File: src/rtl/debounce_multi.sv
// debounce_multi: multi-channel debouncer with a shared run-time stability
// threshold and a configurable reset level.
// Each channel has a synchroniser, a 4-state hysteresis FSM with a check
// counter, a registered debounced level, and single-cycle rise/fall strobes.
// Optional sticky event flags and an interrupt line are enabled with the
// macro DEBOUNCE_MULTI_EVENT_EN.
// Debug outputs: o_dbg_state packs the 2-bit FSM state of every channel and
// o_dbg_cnt packs every check counter (channel c at [c*W +: W]).
module debounce_multi #(
  parameter int CHANNELS    = 4,
  parameter int WIDTH       = 8,
  parameter int SYNC_STAGES = 2,
  parameter int RESET_LEVEL = 0
) (
  input  logic                      i_clk,
  input  logic                      i_arst_n,
  input  logic [CHANNELS-1:0]       i_sig,
  input  logic [WIDTH-1:0]          i_limit,
`ifdef DEBOUNCE_MULTI_EVENT_EN
  input  logic [CHANNELS-1:0]       i_evt_clr,
  output logic [CHANNELS-1:0]       o_evt,
  output logic                      o_irq,
`endif
  output logic [CHANNELS-1:0]       o_deb,
  output logic [CHANNELS-1:0]       o_rise,
  output logic [CHANNELS-1:0]       o_fall,
  output logic                      o_any,
  output logic [2*CHANNELS-1:0]     o_dbg_state,
  output logic [CHANNELS*WIDTH-1:0] o_dbg_cnt
);

  typedef enum logic [1:0] {
    S_LO     = 2'd0,
    S_CHK_HI = 2'd1,
    S_HI     = 2'd2,
    S_CHK_LO = 2'd3
  } state_t;

  localparam logic   RST_LVL   = (RESET_LEVEL != 0);
  localparam state_t RST_STATE = RST_LVL ? S_HI : S_LO;

  // Debounced level implied by each channel's next FSM state.
  logic [CHANNELS-1:0] deb_d;
  logic [CHANNELS-1:0] deb_q;
  logic [CHANNELS-1:0] rise_q;
  logic [CHANNELS-1:0] fall_q;
  logic                any_q;

  for (genvar c = 0; c < CHANNELS; c++) begin : g_ch
    logic [SYNC_STAGES-1:0] sync_q;
    logic                   s;
    state_t                 state_q;
    state_t                 state_d;
    logic [WIDTH-1:0]       cnt_q;
    logic [WIDTH-1:0]       cnt_d;

    // Synchroniser chain; resets to the configured level so release is quiet.
    always_ff @(posedge i_clk or negedge i_arst_n) begin
      if (!i_arst_n) sync_q <= {SYNC_STAGES{RST_LVL}};
      else           sync_q <= {sync_q[SYNC_STAGES-2:0], i_sig[c]};
    end

    assign s = sync_q[SYNC_STAGES-1];

    // FSM state and check-counter registers.
    always_ff @(posedge i_clk or negedge i_arst_n) begin
      if (!i_arst_n) begin
        state_q <= RST_STATE;
        cnt_q   <= '0;
      end else begin
        state_q <= state_d;
        cnt_q   <= cnt_d;
      end
    end

    // Hysteresis next-state: the new level must hold until cnt reaches the
    // threshold; any reversion aborts. The >= compare makes a lowered
    // threshold commit immediately and keeps the counter from wrapping.
    always_comb begin
      state_d = state_q;
      cnt_d   = '0;
      unique case (state_q)
        S_LO: begin
          if (s) state_d = S_CHK_HI;
        end
        S_CHK_HI: begin
          if (!s)                  state_d = S_LO;
          else if (cnt_q >= i_limit) state_d = S_HI;
          else                     cnt_d   = cnt_q + 1'b1;
        end
        S_HI: begin
          if (!s) state_d = S_CHK_LO;
        end
        S_CHK_LO: begin
          if (s)                   state_d = S_HI;
          else if (cnt_q >= i_limit) state_d = S_LO;
          else                     cnt_d   = cnt_q + 1'b1;
        end
        default: begin
          state_d = RST_STATE;
        end
      endcase
    end

    assign deb_d[c]                    = (state_d == S_HI) || (state_d == S_CHK_LO);
    assign o_dbg_state[2*c +: 2]       = state_q;
    assign o_dbg_cnt[WIDTH*c +: WIDTH] = cnt_q;
  end

  // Registered level and strobes; strobes mark the first cycle of a new level.
  always_ff @(posedge i_clk or negedge i_arst_n) begin
    if (!i_arst_n) begin
      deb_q  <= {CHANNELS{RST_LVL}};
      rise_q <= '0;
      fall_q <= '0;
      any_q  <= 1'b0;
    end else begin
      deb_q  <= deb_d;
      rise_q <= deb_d & ~deb_q;
      fall_q <= ~deb_d & deb_q;
      any_q  <= |(deb_d ^ deb_q);
    end
  end

  assign o_deb  = deb_q;
  assign o_rise = rise_q;
  assign o_fall = fall_q;
  assign o_any  = any_q;

`ifdef DEBOUNCE_MULTI_EVENT_EN
  logic [CHANNELS-1:0] evt_q;
  logic                irq_q;

  // Sticky event flags (set beats clear) and an interrupt that follows them.
  always_ff @(posedge i_clk or negedge i_arst_n) begin
    if (!i_arst_n) begin
      evt_q <= '0;
      irq_q <= 1'b0;
    end else begin
      evt_q <= (evt_q & ~i_evt_clr) | rise_q | fall_q;
      irq_q <= |evt_q;
    end
  end

  assign o_evt = evt_q;
  assign o_irq = irq_q;
`endif

endmodule

File: config.mk
export PLATFORM = sky130hd
export DESIGN_NAME = debounce_multi
export DESIGN_NICKNAME = d
export VERILOG_FILES = /design/src/rtl/debounce_multi.sv
export SDC_FILE = /design/constraint.sdc
export NUM_CORES = 1
export LEC_CHECK = 0
export BUFFER_PORTS_ARGS = -buffer_cell sky130_fd_sc_hd__buf_2
export CAP_MARGIN = 20
export CORE_MARGIN = 1
export CORE_UTILIZATION = 40
export DETAILED_ROUTE_END_ITERATION = 12
export SLEW_MARGIN = 20
export SYNTH_ARGS = -nofsm -noshare
export SYNTH_HDL_FRONTEND = slang
export SYNTH_SLANG_ARGS = --single-unit
File: constraint.sdc
create_clock -name i_clk -period 3.3 [get_ports i_clk]
set_input_delay 0 -clock i_clk [delete_from_list [all_inputs] [get_ports i_clk]]
set_output_delay 0 -clock i_clk [all_outputs]
set_load 0.05 [all_outputs]
==> impl_results.html <==
<table>
<tr><th>Metric</th><th>Value</th></tr>
<tr><th colspan="2">Worst setup path</th></tr>
<tr><td>Worst reg2reg path depth</td><td>8</td></tr>
<tr><td>CP endpoint</td><td>o_any$_DFF_PN0_</td></tr>
<tr><td>Startpoint types</td><td>register</td></tr>
<tr><td>Arrival time of the worst setup path</td><td>2.45 ns</td></tr>
<tr><td>Cell with the biggest individual delay on the critical path</td><td>dfrtp_1</td></tr>
<tr><td>Largest driver fanout on the critical path</td><td>7</td></tr>
<tr><td>Flop2flop setup slack</td><td>1.07 ns</td></tr>
<tr><td>Destination of the worst register-to-register timing path</td><td>o_any$_DFF_PN0_</td></tr>
<tr><td>Setup crit end kind</td><td>register</td></tr>
<tr><td>Worst Path Buf+Inv</td><td>1</td></tr>
<tr><td>Cell repeated most along the worst path</td><td>ha_1</td></tr>
<tr><td>Kind of cell adding the most delay to the critical path</td><td>compound AO/OA/AOI/OAI gates</td></tr>
<tr><td>Setup CP Type</td><td>reg2reg</td></tr>
<tr><td>Cell count along the critical path</td><td>8</td></tr>
<tr><td>Largest stage delay on the critical path</td><td>0.45 ns</td></tr>
<tr><td>Crit path launch</td><td>g_ch[3].cnt_q[0]$_DFF_PN0_</td></tr>
<tr><td>Worst-path cell chain</td><td>inv_1 &gt; ha_1 &gt; nand2b_1 &gt; a2111oi_4 &gt; o32a_1 &gt; nand3_1 &gt; ha_1 &gt; nand4_1</td></tr>
<tr><td>Worst reg2reg path startpoint</td><td>g_ch[3].cnt_q[0]$_DFF_PN0_</td></tr>
<tr><td>Data required, critical path</td><td>3.52 ns</td></tr>
<tr><th colspan="2">Clocking</th></tr>
<tr><td>Number of post-CTS setup repair buffers</td><td>0</td></tr>
<tr><td>Clock edge transition at the registers on the reported setup and hold paths</td><td>0.07 ns</td></tr>
<tr><td>Cts-stage hold buffer count</td><td>5</td></tr>
<tr><td>Clock sink count</td><td>60</td></tr>
<tr><td>Clock latency on the worst-skew pair</td><td>0.35 ns</td></tr>
<tr><td>H-tree level count</td><td>3</td></tr>
<tr><td>CTS tree</td><td>done</td></tr>
<tr><td>Max Root-Sink Buffers</td><td>2</td></tr>
<tr><td>PostCTS Resize Cnt</td><td>0</td></tr>
<tr><td>CTS root buffer</td><td>clkbuf_8</td></tr>
<tr><td>Num CTS Buffers</td><td>9</td></tr>
<tr><th colspan="2">Detailed routing</th></tr>
<tr><td>Routed len/inst</td><td>15.7 µm</td></tr>
<tr><td>Wire length after detailed routing</td><td>7.75 mm</td></tr>
<tr><td>Routed via count divided by cell count</td><td>5.26</td></tr>
<tr><td>Final ANT Viol Nets</td><td>0</td></tr>
<tr><td>Vias after detailed routing</td><td>2586</td></tr>
<tr><td>First-pass DRT Iterations</td><td>4</td></tr>
<tr><td>Remaining routing DRC violations</td><td>0</td></tr>
<tr><td>First-iteration detailed-routing DRC count</td><td>84</td></tr>
<tr><th colspan="2">Synthesis</th></tr>
<tr><td>Number of flip-flops and latches in the synthesized netlist</td><td>60</td></tr>
<tr><td>Leading area contributor after synthesis</td><td>dfrtp_1</td></tr>
<tr><td>Cell area after synthesis</td><td>3390 µm²</td></tr>
<tr><td>Mean instance size in the synthesized netlist</td><td>11.3 µm²</td></tr>
<tr><td>Sequential element share of the synthesized area</td><td>44.3%</td></tr>
<tr><td>Number of standard cells after synthesis</td><td>300</td></tr>
<tr><td>Post-synthesis cell type count</td><td>34</td></tr>
<tr><td>Share of the synthesized area in the top cell type</td><td>44.3%</td></tr>
<tr><td>Yosys warning count</td><td>0</td></tr>
<tr><td>Total nets after synthesis</td><td>358</td></tr>
<tr><td>Largest cells by area after synthesis</td><td>dfrtp_1, ha_1, xor2_1, nor4_1, nand3_1</td></tr>
<tr><th colspan="2">STA</th></tr>
<tr><td>Final-report hold violation count</td><td>0</td></tr>
<tr><td>Post-layout worst setup margin</td><td>1.07 ns</td></tr>
<tr><td>Max_slew headroom</td><td>48.6%</td></tr>
<tr><td>Slew of the pin with the lowest slew margin</td><td>0.766 ns</td></tr>
<tr><td>Final setup violation count</td><td>0</td></tr>
<tr><td>Highest clock rate</td><td>448 MHz</td></tr>
<tr><td>Setup TNS</td><td>0 ns</td></tr>
<tr><td>Worst-case clock skew</td><td>0.00895 ns</td></tr>
<tr><td>Minimum hold slack</td><td>0.199 ns</td></tr>
<tr><td>Final max-slew violation count</td><td>0</td></tr>
<tr><td>Unrepaired setup endpoints after global routing</td><td>false</td></tr>
<tr><td>Final critical-path required period</td><td>2.23 ns</td></tr>
<tr><td>Portion of the clock cycle consumed by the worst path in the final layout</td><td>67.6%</td></tr>
<tr><th colspan="2">Final layout</th></tr>
<tr><td>Fillcell total</td><td>746</td></tr>
<tr><td>Finished layout cell area</td><td>4140 µm²</td></tr>
<tr><td>N_diodes</td><td>0</td></tr>
<tr><td>Growth of design area from synthesis to finish</td><td>22.1%</td></tr>
<tr><td>Fraction of final layout cells with drive strength greater than 1</td><td>26.4%</td></tr>
<tr><td>Layout Nets</td><td>440</td></tr>
<tr><th colspan="2">Die</th></tr>
<tr><td>Die outline area</td><td>8840 µm²</td></tr>
<tr><td>Vertical die dimension</td><td>94 µm</td></tr>
<tr><td>CORE AREA</td><td>8220 µm²</td></tr>
<tr><td>Top-level port count</td><td>67</td></tr>
<tr><td>Number of placement rows</td><td>33</td></tr>
<tr><td>Die Width</td><td>94 µm</td></tr>
<tr><td>Initial cell density of the core</td><td>41.2%</td></tr>
<tr><th colspan="2">Power</th></tr>
<tr><td>Max rail drop VDD</td><td>239 µV</td></tr>
<tr><td>Power per cell area</td><td>418 nW/µm²</td></tr>
<tr><td>Leakage power total</td><td>2.03 nW</td></tr>
<tr><td>Power after layout</td><td>1.73 mW</td></tr>
<tr><th colspan="2">Placement</th></tr>
<tr><td>Dpl ws</td><td>1.08 ns</td></tr>
<tr><td>Post-DP HPWL</td><td>5.67 mm</td></tr>
<tr><td>Port buffer count</td><td>66</td></tr>
<tr><td>Post-placement cell area</td><td>3850 µm²</td></tr>
<tr><td>Routability-driven placement congestion ratio</td><td>0.848</td></tr>
<tr><th colspan="2">GRT</th></tr>
<tr><td>GRT Total Usage</td><td>19.2%</td></tr>
<tr><td>First-pass GRT wire length</td><td>12.6 mm</td></tr>
<tr><td>Number of antenna violations at the first check in global routing</td><td>0</td></tr>
<tr><td>Maximum number of pins on one net before global-route repair</td><td>47</td></tr>
<tr><td>Number of global-route vias before repair</td><td>2529</td></tr>
<tr><td>GRT overflow</td><td>0</td></tr>
<tr><th colspan="2">Hold path</th></tr>
<tr><td>Worst Hold Class</td><td>in2async</td></tr>
<tr><th colspan="2">Run status</th></tr>
<tr><td>Result of the run</td><td>finished, final reports clean</td></tr>
<tr><th colspan="2">Run</th></tr>
<tr><td>Number of maximum-capacitance constraint violations</td><td>0</td></tr>
</table>
-- area by class of cell --
class | instances | area, µm² | share of cell area (%)
flip-flops and latches | 60 | 1500 | 36.3
well taps | 105 | 131 | 3.18
multi-input cells | 218 | 1800 | 43.5
repair buffers | 72 | 390 | 9.44
clock buffers | 11 | 151 | 3.66
inverters | 21 | 78.8 | 1.91
clock inverters | 5 | 83.8 | 2.03
-- state kept, by name, summed over array words and instances, names as in the netlist --
name,count
g_ch.cnt_q,32
g_ch.state_q,7
g_ch.sync_q,8
o_any,1
o_deb,4
o_fall,4
o_rise,4
-- layer usage --
metal	wire (µm)	global-route usage, %
met5	0	0
met2	3570	30.0
met4	141	8.46
met1	3760	26.1
met3	270	3.24
-- Yosys cell counts --
master      n
o32a_1      3
or2_2       5
o21ai_1     1
buf_4       1
and4_1      1
o211ai_1    4
a2111oi_2   1
a211o_1     2
a32oi_1     4
xor2_1     17
nor2_1     15
inv_1      18
o32a_2      1
ha_1       44
clkinv_1    3
nor3_1      1
nand3_1    26
dfrtp_1    60
and3_1     10
nand4_1     5
o31ai_2     3
xnor2_1    11
o21ai_0     4
o21ba_2     2
a21oi_1     6
o21a_1      6
nor2b_1     3
nand2b_4    3
nor4_1     22
nand2_1     9
nand2b_1    1
nor4b_1     2
a2111oi_4   4
a211oi_1    2
-- per-stage QoR --
| stage | util (%) | cells |
|---|---|---|
| final | 50.3 | 492 |
| after global routing | 50.3 | 492 |
| after CTS | 50.3 | 492 |
| after detailed placement | 46.8 | 471 |
| after global placement | 46.8 | 471 |
| after floorplan | - | 300 |
-- kinds of logic after synthesis --
group / Yosys count / synth area share (%)
simple gates: 103 / 17.1
flops: 60 / 44.3
xor+xnor: 28 / 7.24
compound gates: 43 / 12.5
fa+ha+maj: 44 / 16.3
buf+inv: 22 / 2.55
-- layout by cell type, fill, tap and decap left out, types with 2 or more instances in the layout --
cell type,synthesis,final
buf_4,1,2
bufinv_16,0,2
nor4_1,22,22
nor4b_1,2,2
dlygate4sd3_1,0,5
nand4_1,5,5
a21oi_1,6,6
clkinvlp_4,0,2
o21ba_2,2,2
a211oi_1,2,2
nand2_1,9,9
clkbuf_8,0,11
o32a_1,3,3
o211ai_1,4,4
nand2b_4,3,3
ha_1,44,44
and3_1,10,10
buf_2,0,65
dfrtp_1,60,60
o21a_1,6,6
xnor2_1,11,11
a2111oi_4,4,4
a211o_1,2,2
clkinv_1,3,3
nor2b_1,3,3
inv_1,18,18
nand3_1,26,26
o31ai_2,3,3
xor2_1,17,17
or2_2,5,5
o21ai_0,4,4
a32oi_1,4,4
nor2_1,15,15
-- worst min-delay path by stage --
stage	to	cells after the start
2_1_floorplan	g_ch[0].cnt_q[0]$_DFF_PN0_	0
3_3_place_gp	g_ch[1].sync_q[0]$_DFF_PN0_	1
3_5_place_dp	g_ch[3].sync_q[0]$_DFF_PN0_	1
4_1_cts	g_ch[1].sync_q[0]$_DFF_PN0_	2
5_1_grt	g_ch[1].sync_q[1]$_DFF_PN0_	2
6_report	g_ch[1].sync_q[1]$_DFF_PN0_	2
-- power breakdown --
group	internal [mW]	switching, mW	total [mW]
Sequential	0.749	0.0151	0.764
Clock	0.467	0.315	0.782
Combinational	0.0643	0.120	0.184
Power figures use the tool's default switching activity.
